`config.mk`:
```
export PLATFORM = sky130hd
export DESIGN_NAME = bure_stage_mem
export DESIGN_NICKNAME = d
export VERILOG_FILES = /design/src/rtl/bure_pkg.sv /design/src/rtl/bure_lsu_align.sv /design/src/rtl/bure_stage_mem.sv
export SDC_FILE = /design/constraint.sdc
export NUM_CORES = 1
export LEC_CHECK = 0
export ABC_CLOCK_PERIOD_IN_PS = 3700
export CAP_MARGIN = 10
export CORE_AREA = 2 2 126 128
export DETAILED_ROUTE_END_ITERATION = 16
export DIE_AREA = 0 0 128 130
export PLACE_DENSITY = 0.75
export SETUP_SLACK_MARGIN = 0.2
export SLEW_MARGIN = 20
export SYNTH_ARGS = -nofsm -noshare
export SYNTH_HDL_FRONTEND = slang
export SYNTH_SLANG_ARGS = --single-unit
```
`constraint.sdc`:
```
create_clock -name i_clk -period 3.7 [get_ports i_clk]
set_input_delay 0.74 -clock i_clk [delete_from_list [all_inputs] [get_ports i_clk]]
set_output_delay 0.74 -clock i_clk [all_outputs]
set_load 0.02 [all_outputs]
```
`src/rtl/bure_pkg.sv`:
```
// BureCore shared types for the memory-access stage.
// Enumerations, the writeback bundle and the in-flight request context.
package bure_pkg;

   localparam int XLEN = 32;

   typedef enum logic [1:0] {
      MEM_NONE  = 2'd0,
      MEM_LOAD  = 2'd1,
      MEM_STORE = 2'd2
   } mem_op_e;

   typedef enum logic [1:0] {
      SZ_BYTE = 2'd0,
      SZ_HALF = 2'd1,
      SZ_WORD = 2'd2
   } mem_size_e;

   typedef enum logic [1:0] {
      EXC_NONE         = 2'd0,
      EXC_LD_MISALIGN  = 2'd1,
      EXC_ST_MISALIGN  = 2'd2,
      EXC_ACCESS_FAULT = 2'd3
   } exc_cause_e;

   typedef enum logic [1:0] {
      IDLE = 2'd0,
      REQ  = 2'd1,
      RESP = 2'd2
   } mem_state_e;

   typedef struct packed {
      logic [4:0]      rd;
      logic            we;
      logic [XLEN-1:0] data;
      logic            exc;
      exc_cause_e      cause;
   } wb_t;

   typedef struct packed {
      logic [1:0] off;
      mem_size_e  size;
      logic       uns;
      logic       store;
      logic [4:0] rd;
      logic       rd_we;
   } mem_ctx_t;

endpackage

```
`src/rtl/bure_lsu_align.sv`:
```
// Lane steering for the memory stage: store byte enables and
// replication, load shift and extension, misalignment detection.
module bure_lsu_align
   import bure_pkg::*;
(
   input  logic [1:0]      st_off,
   input  mem_size_e       st_size,
   input  logic [XLEN-1:0] st_data,
   output logic [3:0]      st_be,
   output logic [XLEN-1:0] st_wdata,
   output logic            misalign,
   input  logic [1:0]      ld_off,
   input  mem_size_e       ld_size,
   input  logic            ld_uns,
   input  logic [XLEN-1:0] ld_rdata,
   output logic [XLEN-1:0] ld_data
);

   logic [XLEN-1:0] shifted;

   always_comb begin
      st_be    = '0;
      st_wdata = '0;
      misalign = 1'b0;
      unique case (1'b1)
         (st_size == SZ_BYTE): begin
            st_be    = 4'b0001 << st_off;
            st_wdata = {4{st_data[7:0]}};
         end
         (st_size == SZ_HALF): begin
            st_be    = 4'b0011 << st_off;
            st_wdata = {2{st_data[15:0]}};
            misalign = st_off[0];
         end
         default: begin
            st_be    = 4'hF;
            st_wdata = st_data;
            misalign = |st_off;
         end
      endcase
   end

   assign shifted = ld_rdata >> {ld_off, 3'b000};

   always_comb begin
      ld_data = shifted;
      unique case (1'b1)
         (ld_size == SZ_BYTE):
            ld_data = {{24{~ld_uns & shifted[7]}}, shifted[7:0]};
         (ld_size == SZ_HALF):
            ld_data = {{16{~ld_uns & shifted[15]}}, shifted[15:0]};
         default:
            ld_data = shifted;
      endcase
   end

endmodule

```
`src/rtl/bure_stage_mem.sv`:
```
// BureCore memory-access stage: one instruction in flight,
// aligned dmem request/response and a registered writeback result.
module bure_stage_mem
   import bure_pkg::*;
#(
   parameter int DATA_WIDTH = 32,
   parameter int ADDR_WIDTH = 32
) (
   input  logic                  i_clk,
   input  logic                  i_rst,
   input  logic                  i_ex_valid,
   output logic                  o_ex_ready,
   input  logic [DATA_WIDTH-1:0] i_ex_result,
   input  logic [DATA_WIDTH-1:0] i_ex_store_data,
   input  logic [4:0]            i_ex_rd,
   input  logic                  i_ex_rd_we,
   input  logic [1:0]            i_ex_mem_op,
   input  logic [1:0]            i_ex_mem_size,
   input  logic                  i_ex_mem_uns,
   output logic                  o_dmem_req,
   input  logic                  i_dmem_gnt,
   output logic [ADDR_WIDTH-1:0] o_dmem_addr,
   output logic                  o_dmem_we,
   output logic [3:0]            o_dmem_be,
   output logic [DATA_WIDTH-1:0] o_dmem_wdata,
   input  logic                  i_dmem_rvalid,
   input  logic [DATA_WIDTH-1:0] i_dmem_rdata,
   input  logic                  i_dmem_err,
   output logic                  o_wb_valid,
   input  logic                  i_wb_ready,
   output logic [4:0]            o_wb_rd,
   output logic                  o_wb_we,
   output logic [DATA_WIDTH-1:0] o_wb_data,
   output logic                  o_wb_exc,
   output logic [1:0]            o_wb_exc_cause
);

   if (DATA_WIDTH != 32) begin : g_dw_check
      $error("bure_stage_mem: only DATA_WIDTH=32 is supported");
   end

   mem_state_e      state_q, state_d;
   mem_op_e         ex_op;
   mem_size_e       ex_size;
   logic            accept;
   logic            is_mem;
   logic            misalign;
   logic            go_req;
   logic [3:0]      st_be;
   logic [XLEN-1:0] st_wdata;
   logic [XLEN-1:0] ld_data;
   mem_ctx_t        ctx_q;
   wb_t             wb_q, wb_d;
   logic            wb_load;
   logic            wb_valid_q;

   assign ex_op   = mem_op_e'(i_ex_mem_op);
   assign ex_size = mem_size_e'(i_ex_mem_size);
   assign accept  = i_ex_valid && o_ex_ready;
   assign is_mem  = (ex_op == MEM_LOAD) || (ex_op == MEM_STORE);
   assign go_req  = accept && is_mem && !misalign;

   bure_lsu_align u_align (
      .st_off   (i_ex_result[1:0]),
      .st_size  (ex_size),
      .st_data  (i_ex_store_data),
      .st_be    (st_be),
      .st_wdata (st_wdata),
      .misalign (misalign),
      .ld_off   (ctx_q.off),
      .ld_size  (ctx_q.size),
      .ld_uns   (ctx_q.uns),
      .ld_rdata (i_dmem_rdata),
      .ld_data  (ld_data)
   );

   always_ff @(posedge i_clk or posedge i_rst) begin
      if (i_rst) state_q <= IDLE;
      else       state_q <= state_d;
   end

   always_comb begin
      state_d = state_q;
      unique case (state_q)
         IDLE:    if (go_req)        state_d = REQ;
         REQ:     if (i_dmem_gnt)    state_d = RESP;
         RESP:    if (i_dmem_rvalid) state_d = IDLE;
         default:                    state_d = IDLE;
      endcase
   end

   // Ready is gated by reset so nothing is accepted while it is held.
   always_comb begin
      o_ex_ready = 1'b0;
      o_dmem_req = 1'b0;
      unique case (state_q)
         IDLE:    o_ex_ready = !i_rst && (!wb_valid_q || i_wb_ready);
         REQ:     o_dmem_req = 1'b1;
         default: ;
      endcase
   end

   always_comb begin
      wb_load = 1'b0;
      wb_d    = wb_q;
      if (accept && !go_req) begin
         wb_load    = 1'b1;
         wb_d.rd    = i_ex_rd;
         wb_d.we    = i_ex_rd_we && !is_mem;
         wb_d.data  = is_mem ? '0 : i_ex_result;
         wb_d.exc   = is_mem;
         wb_d.cause = !is_mem ? EXC_NONE :
                      (ex_op == MEM_LOAD) ? EXC_LD_MISALIGN :
                      EXC_ST_MISALIGN;
      end else if (state_q == RESP && i_dmem_rvalid) begin
         wb_load    = 1'b1;
         wb_d.rd    = ctx_q.rd;
         wb_d.we    = ctx_q.rd_we && !ctx_q.store && !i_dmem_err;
         wb_d.data  = (ctx_q.store || i_dmem_err) ? '0 : ld_data;
         wb_d.exc   = i_dmem_err;
         wb_d.cause = i_dmem_err ? EXC_ACCESS_FAULT : EXC_NONE;
      end
   end

   always_ff @(posedge i_clk or posedge i_rst) begin
      if (i_rst) begin
         ctx_q        <= '0;
         o_dmem_addr  <= '0;
         o_dmem_we    <= 1'b0;
         o_dmem_be    <= '0;
         o_dmem_wdata <= '0;
      end else if (go_req) begin
         ctx_q.off    <= i_ex_result[1:0];
         ctx_q.size   <= ex_size;
         ctx_q.uns    <= i_ex_mem_uns;
         ctx_q.store  <= (ex_op == MEM_STORE);
         ctx_q.rd     <= i_ex_rd;
         ctx_q.rd_we  <= i_ex_rd_we;
         o_dmem_addr  <= {i_ex_result[ADDR_WIDTH-1:2], 2'b00};
         o_dmem_we    <= (ex_op == MEM_STORE);
         o_dmem_be    <= st_be;
         o_dmem_wdata <= (ex_op == MEM_STORE) ? st_wdata : '0;
      end
   end

   always_ff @(posedge i_clk or posedge i_rst) begin
      if (i_rst) begin
         wb_valid_q <= 1'b0;
         wb_q       <= '0;
      end else if (wb_load) begin
         wb_valid_q <= 1'b1;
         wb_q       <= wb_d;
      end else if (i_wb_ready) begin
         wb_valid_q <= 1'b0;
      end
   end

   assign o_wb_valid     = wb_valid_q;
   assign o_wb_rd        = wb_q.rd;
   assign o_wb_we        = wb_q.we;
   assign o_wb_data      = wb_q.data;
   assign o_wb_exc       = wb_q.exc;
   assign o_wb_exc_cause = wb_q.cause;

endmodule

```
==> results of run 1 <==
flip-flops by register name (all words and copies together) (netlist names):
register and cells:
o_wb_valid 1, o_dmem_addr 30, o_dmem_wdata 32, ctx_q 12, o_wb_rd 5, o_wb_we 1, state_q 2, o_wb_data 32
o_wb_exc 1, o_wb_exc_cause 2, o_dmem_be 4
metal layers:
metal	wire length (um)	track usage
met1	8260	0.306
met2	9420	0.375
met3	948	0.0480
met4	561	0.0963
met5	0	0
power groups by stage:
| stage | clock [mW] | sequential [mW] | combinational (mW) |
|---|---|---|---|
| after global placement | 0 | 2.04 | 2.56 |
| after global routing | 1.77 | 2.11 | 2.78 |
| after detailed placement | 0 | 2.07 | 2.61 |
| after CTS | 1.70 | 2.06 | 2.63 |
| final | 1.67 | 2.05 | 2.63 |
| after floorplan | 0 | 2.52 | 0.894 |
final timing paths:
| kind | startpoint | slack [ns] | cells past startpoint | end |
|---|---|---|---|---|
| min in group asynchronous | i_rst | 0.92 | 2 | o_wb_rd[1] |
| setup reg to reg | state_q[0] | 1.23 | 5 | o_dmem_addr[21] |
| hold / removal | o_dmem_wdata[12] | 0.48 | 2 | o_dmem_wdata[12] |
| setup / recovery | i_wb_ready | 0.82 | 4 | o_ex_ready |
| max in group asynchronous | i_rst | 2.04 | 3 | o_dmem_wdata[18] |
| hold reg to reg | o_dmem_wdata[12] | 0.48 | 2 | o_dmem_wdata[12] |
per-stage QoR:
step / worst slack (ns) / std cells / util / hold WS (ns)
floorplan: 1.32 / 557 / - / 0.456
CTS: 0.827 / 979 / 0.586 / 0.479
global route: 0.739 / 980 / 0.587 / 0.500
detailed placement: 0.412 / 948 / 0.547 / 0.466
finish: 0.822 / 980 / 0.587 / 0.479
global placement: 0.500 / 948 / 0.547 / 0.461
area by class of cell:
class | instances | area [um2]
Tap cell | 192 | 240
Sequential cell | 122 | 3050
Multi-Input combinational cell | 387 | 2720
Timing Repair Buffer | 239 | 2410
Clock buffer | 17 | 425
Fill cell | 1288 | 6360
Clock inverter | 14 | 175
Inverter | 9 | 37.5
synthesized netlist by cell type (2+ instances only):
master     instances
o32a_1             8
a221oi_1           7
buf_4              6
ha_1               2
buf_2             15
o31ai_1           15
nor4_1             2
o211ai_1           8
a22oi_1           13
inv_1              7
mux2_2            62
nand2_1           96
clkbuf_1          15
mux2i_1           30
o21ai_1            3
a21o_1            10
nor2_4             2
nor2_1            25
dfrtp_1          122
nand2b_1           4
buf_1              2
a21oi_1           21
o211ai_2           2
a2bb2oi_1          7
clkinv_1           2
a32oi_1            2
a221o_1            9
o21ai_0           40
and2_1             2
kinds of logic (layout without fill, tap and decap cells):
kind of cell | count (synthesis) | count (layout) | synth area share
compound gates | 154 | 154 | 0.184
xor+xnor | 1 | 1 | 0.00146
fa+ha+maj | 2 | 2 | 0.00418
buf+inv | 48 | 279 | 0.0383
flops | 122 | 122 | 0.510
mux | 92 | 92 | 0.167
other cells | 1 | 2 | 0.000627
simple gates | 136 | 136 | 0.0941
worst reg2reg max path, delay by kind of cell, from the launching register on:
family / cells / cell delay (ns)
flip-flops: 1 / 0.40
buffers and inverters: 1 / 0.36
AND/OR/NAND/NOR: 3 / 1.25
multiplexers: 1 / 0.34
cell usage in the layout, fill, tap and decap left out, drive strengths merged, types with 3 or more instances in the layout:
cell type        n
o21ai           45
nand2b           4
a2bb2oi          7
a221o            9
a21oi           22
bufinv           3
a21o            10
clkbuf          17
dfrtp          122
o31ai           15
buf             15
a22oi           13
mux2i           30
mux2            62
clkinv           6
clkinvlp         7
inv              7
o32a             8
o211ai          10
clkdlybuf4s50  224
nand2           96
nor2            27
a221oi           7
==> metrics.md, run 1 <==
| Metric | Value |
|---|---|
| Power Internal | `4.13 mW` |
| Critical Path Most Common Cell | `clkdlybuf4s50_1` |
| Switching power | `2.23 mW` |
| Peak supply drop | `0.333 mV` |
| Post-route clock skew | `0.00371 ns` |
| Iteration count of the initial detailed-routing pass | `5` |
| Initial antenna violation count | `0` |
| Final instance area | `9060 um2` |
| Dominant cell type by area after synthesis | `dfrtp_1` |
| Measured slew at the worst slew-check pin | `0.974 ns` |
| Number of top-level design ports | `227` |
| Max H-tree Level | `4` |
| Root Driver | `clkbuf_16` |
| Global-route wire length before repair | `29.4 mm` |
| CP Buf/Inv Count | `2` |
| Avg Inst Size Synth | `10.8 um2` |
| Leak pwr | `3.80 nW` |
| Number of distinct library cells after synthesis | `46` |
| Cts hold-fix bufs | `0` |
| Number of resized instances in the post-cts repair step | `0` |
| Clock network fraction of total power | `0.263` |
| GP Congestion | `0.885` |
| Start-to-end type of the worst setup path | `primary input to primary output` |
| Routed WL per cell | `19.6 um` |
| Placement-stage cell area | `8430 um2` |
| Vias post-DR | `5271` |
| Proportion of layout cells with a drive suffix above 1 | `0.152` |
| Count of maximum capacitance violations | `0` |
| TritonCTS sink count | `122` |
| Count of input and output buffers | `224` |
| Clock latency at the later pin of the worst-skew pair | `0.41 ns` |
| Fraction of power spent switching nets | `0.350` |
| Maximum operating frequency | `347 MHz` |
| Part of the total power dissipated in combinational logic | `0.413` |
| Critical path arrival | `2.14 ns` |
| P per Cell Area | `702 nW/um2` |
| Deepest clock path buffer count | `2` |
| Setup Total Neg Slack | `0 ns` |
| Antenna cell count | `0` |
| Mapped Area | `5980 um2` |
| Starting Density | `0.388` |
| Clock-pin slew on the worst setup and hold paths | `0.06 ns` |
| Fraction of post-synthesis cell area in the top cell type by area | `0.510` |
| Post-detailed-placement half-perimeter wirelength | `14.2 mm` |
| Total CTS buffers | `17` |
| Yosys warning count | `0` |
| Global-route congestion overflow total | `0` |
| Unrepaired setup endpoints after global routing | `false` |
| Die outline width | `128 um` |
| Area Growth Syn to Fin | `51.5%` |
| Core Rows | `46` |
| CP max FO | `4` |
| Min-delay worst type | `flop to flop` |
| DRC marker count from the first detailed-route iteration | `364` |
| Shortest period the worst path allows | `2.88 ns` |
| Asr flop ratio synth | `1.00` |
| Pin count of the biggest net entering global routing | `70` |
| Die height | `130 um` |
| Number of global-route vias before repair | `5256` |
| Cell type group with the largest total delay on the critical path | `buffers and inverters` |
| Setup Viol. Count Final | `0` |
| Max-Slew Margin vs Limit | `0.350` |
| Core area | `15400 um2` |
| Remaining DRCs | `0` |
| Sequential Power Share | `0.323` |
| Number of nets in the final layout | `892` |
| Worst path max stage delay | `0.65 ns` |
| Final Hold Fails | `0` |
| Crit path max-delay cell type | `clkdlybuf4s50_1` |
| Synthesized instance count | `556` |
| Clock tree from TritonCTS | `yes` |
| Total power draw | `6.36 mW` |
| Number of flip-flops and latches in the synthesized netlist | `122` |
| Number of synthesized flops with an enable pin | `0` |
| Startpoint type of the worst setup path | `primary input` |
| Final wirelength | `19.2 mm` |
| Global Route Usage Sum | `0.232` |
| Leading post-synthesis cells by cell area | `dfrtp_1 51%, mux2_2 12%, nand2_1 6.0%` |
| Number of vias per cell after detailed routing | `5.38` |
| Die Footprint | `16600 um2` |
| Most used DFF post-synth | `dfrtp_1` |
| Sequential element share of the synthesized area | `0.510` |
| Final Max Slew Viols | `0` |
| Critical-path cell list | `clkdlybuf4s50_1, nor2b_1, nor4_1, clkdlybuf4s50_1` |
| Period utilisation layout | `0.778` |
| Count of antenna-violating nets left after detailed routing | `0` |
| Run status | `finished clean` |
| Critical Path Sink Type | `primary output` |
| Required time of the critical path | `2.96 ns` |
| Setup fix buffers added after clock tree synthesis | `0` |
No activity file was read; power rests on OpenSTA's default activity.
==> run 2: changes to the inputs <==
--- a/config.mk
+++ b/config.mk
@@ -5,12 +5,12 @@
 export SDC_FILE = /design/constraint.sdc
 export NUM_CORES = 1
 export LEC_CHECK = 0
-export ABC_CLOCK_PERIOD_IN_PS = 3700
+export ABC_CLOCK_PERIOD_IN_PS = 2730
 export CAP_MARGIN = 10
-export CORE_AREA = 2 2 126 128
+export CORE_AREA = 2 2 119 121
 export DETAILED_ROUTE_END_ITERATION = 16
-export DIE_AREA = 0 0 128 130
-export PLACE_DENSITY = 0.75
+export DIE_AREA = 0 0 121 123
+export PLACE_DENSITY = 0.8
 export SETUP_SLACK_MARGIN = 0.2
 export SLEW_MARGIN = 20
 export SYNTH_ARGS = -nofsm -noshare
==> constraint.sdc (replaced) <==
create_clock -name i_clk -period 2.73 [get_ports i_clk]
set_input_delay 0.546 -clock i_clk [delete_from_list [all_inputs] [get_ports i_clk]]
set_output_delay 0.546 -clock i_clk [all_outputs]
set_load 0.02 [all_outputs]
==> run 2 against run 1 <==
- die area down 11%
- non-clock buffer count increased by 10
- final cell count decreased by 0.10%
- clock skew up 0.0058 ns
- highest routed layer unchanged
- routed wire length is 1.6% lower
- register-to-register slack got worse by 0.75 ns
- sequential share of layout area is 0.14 points lower
- via count grew 1.5%
- critical path depth increased by 3
- setup slack got worse by 0.45 ns
==> metrics.md, run 2 (synthesis gave the netlist of run 1 again) <==
| Metric | Value |
|---|---|
| Global-route wire length before repair | `29.3 mm (-0.37%)` |
| GP Congestion | `0.951 (+7.4%)` |
| Unrepaired setup endpoints after global routing | `false` |
| Critical Path Sink Type | `flop` |
| Iteration count of the initial detailed-routing pass | `9 (+4)` |
| Initial antenna violation count | `0 (unchanged)` |
| Peak supply drop | `0.527 mV (+58%)` |
| Global Route Usage Sum | `0.258 (+0.0262)` |
| Routed WL per cell | `19.3 um (-1.5%)` |
| Period utilisation layout | `0.864` |
| P per Cell Area | `939 nW/um2 (+34%)` |
| Count of antenna-violating nets left after detailed routing | `0 (unchanged)` |
| Cts hold-fix bufs | `0 (unchanged)` |
| Remaining DRCs | `0 (unchanged)` |
| Start-to-end type of the worst setup path | `primary input to flop` |
| Shortest period the worst path allows | `2.36 ns` |
| Core Rows | `43 (-6.5%)` |
| Number of top-level design ports | `227 (unchanged)` |
| Root Driver | `clkbuf_16` |
| Min-delay worst type | `flop to flop` |
| Number of global-route vias before repair | `5391 (+2.6%)` |
| Cell type group with the largest total delay on the critical path | `simple AND/OR/NAND/NOR gates` |
| Maximum operating frequency | `424 MHz` |
| Core area | `13600 um2 (-12%)` |
| Starting Density | `0.439 (+0.0516)` |
| Setup Total Neg Slack | `0 ns (unchanged)` |
| Crit path max-delay cell type | `or4b_1` |
| Pin count of the biggest net entering global routing | `123 (+76%)` |
| Leak pwr | `3.85 nW (+1.5%)` |
| TritonCTS sink count | `122 (unchanged)` |
| Measured slew at the worst slew-check pin | `0.968 ns (-0.00564 ns)` |
| Number of nets in the final layout | `902 (+1.1%)` |
| Clock-pin slew on the worst setup and hold paths | `0.06 ns (about the same)` |
| Proportion of layout cells with a drive suffix above 1 | `0.164 (+0.0117)` |
| DRC marker count from the first detailed-route iteration | `299 (-18%)` |
| Setup fix buffers added after clock tree synthesis | `0 (unchanged)` |
| Final wirelength | `18.9 mm (-1.6%)` |
| Count of maximum capacitance violations | `0 (unchanged)` |
| Die height | `123 um (-5.4%)` |
| Run status | `finished clean` |
| Number of resized instances in the post-cts repair step | `1 (+1)` |
| Max H-tree Level | `4 (unchanged)` |
| Count of input and output buffers | `224 (unchanged)` |
| Final Max Slew Viols | `0 (unchanged)` |
| Max-Slew Margin vs Limit | `0.353 (+0.00373)` |
| Die Footprint | `14900 um2 (-11%)` |
| Die outline width | `121 um (-5.5%)` |
| Deepest clock path buffer count | `2 (unchanged)` |
| Vias post-DR | `5352 (+1.5%)` |
| Commonest non-fill, non-tap cell in the layout | `clkdlybuf4s50_1` |
| Total CTS buffers | `17 (unchanged)` |
| Final Hold Fails | `0 (unchanged)` |
| Post-detailed-placement half-perimeter wirelength | `13.9 mm (-2.3%)` |
| Post-route clock skew | `0.00954 ns (+0.00583 ns)` |
| Required time of the critical path | `3.03 ns (+0.07 ns)` |
| Most frequent cells in the layout | `223 x clkdlybuf4s50_1, 122 x dfrtp_1, 95 x nand2_1` |
| Critical-path cell list | `clkdlybuf4s50_1, or4b_1, or2_0, buf_4, o2111ai_4, nor2_1, o32a_1` |
| Clock latency at the later pin of the worst-skew pair | `0.42 ns (about the same)` |
| CP max FO | `8 (+4)` |
| Area Growth Syn to Fin | `52.2%` |
| Placement-stage cell area | `8530 um2 (+1.1%)` |
| Placed Instances | `947 (-0.11%)` |
| Worst path max stage delay | `0.53 ns (-0.12 ns)` |
| Clock tree from TritonCTS | `yes` |
| CP Buf/Inv Count | `2 (unchanged)` |
| Setup Viol. Count Final | `0 (unchanged)` |
| Startpoint type of the worst setup path | `primary input` |
| Number of vias per cell after detailed routing | `5.47 (+1.6%)` |
| Non-filler cells, final | `979 (-0.10%)` |
| Antenna cell count | `0 (unchanged)` |
| Critical path arrival | `2.66 ns (+0.52 ns)` |
| Global-route congestion overflow total | `0 (unchanged)` |
| Final instance area | `9100 um2 (+0.43%)` |
## run 2: final timing paths
check | from | to | slack [ns] | cells past startpoint
min | o_wb_rd[4] | o_wb_rd[4] | 0.48 | 2
min reg2reg | o_wb_rd[4] | o_wb_rd[4] | 0.48 | 2
max | i_rst | o_wb_data[23] | 0.37 | 7
min in group asynchronous | i_rst | o_wb_rd[4] | 0.77 | 4
max in group asynchronous | i_rst | o_dmem_addr[4] | 1.46 | 4
max reg2reg | state_q[0] | o_wb_data[23] | 0.48 | 6
## run 2: layer usage
metal,GRT usage,up-vias,share of wire
met2,0.413,212,0.49
met3,0.0696,54,0.060
li1,-,2485,-
met5,0,-,0
met1,0.329,2601,0.42
met4,0.115,0,0.038
## run 2: worst min-delay path, stage by stage, from the launching register on
cell	delay (ns)
dfrtp_1	0.34
nand2_1	0.05
nand2_1	0.05
## run 2: final cells by class
| type | count | area [um2] |
|---|---|---|
| multi-input cells | 387 | 2720 |
| repair buffers | 249 | 2490 |
| well taps | 180 | 225 |
| fillers | 1070 | 4510 |
| inverters | 9 | 37.5 |
| clock buffers | 18 | 439 |
| flip-flops and latches | 122 | 3050 |
| clock inverters | 14 | 136 |
## run 2: power by group
| part | internal [mW] | total, mW | switching [mW] |
|---|---|---|---|
| Clock | 1.30 | 2.18 | 0.883 |
| Combinational | 1.77 | 3.57 | 1.80 |
| Sequential | 2.42 | 2.80 | 0.384 |
| Total | 5.48 | 8.55 | 3.07 |
## run 2: metrics by stage
stage | util | hold WS (ns) | power [mW] | setup WS, ns
after detailed placement | 0.626 | 0.465 | 6.36 | -0.0111
after floorplan | - | 0.456 | 4.63 | 0.545
after global placement | 0.626 | 0.458 | 6.25 | -0.00700
after CTS | 0.669 | 0.480 | 8.59 | 0.398
after global routing | 0.669 | 0.508 | 8.97 | 0.278
final | 0.669 | 0.480 | 8.55 | 0.370
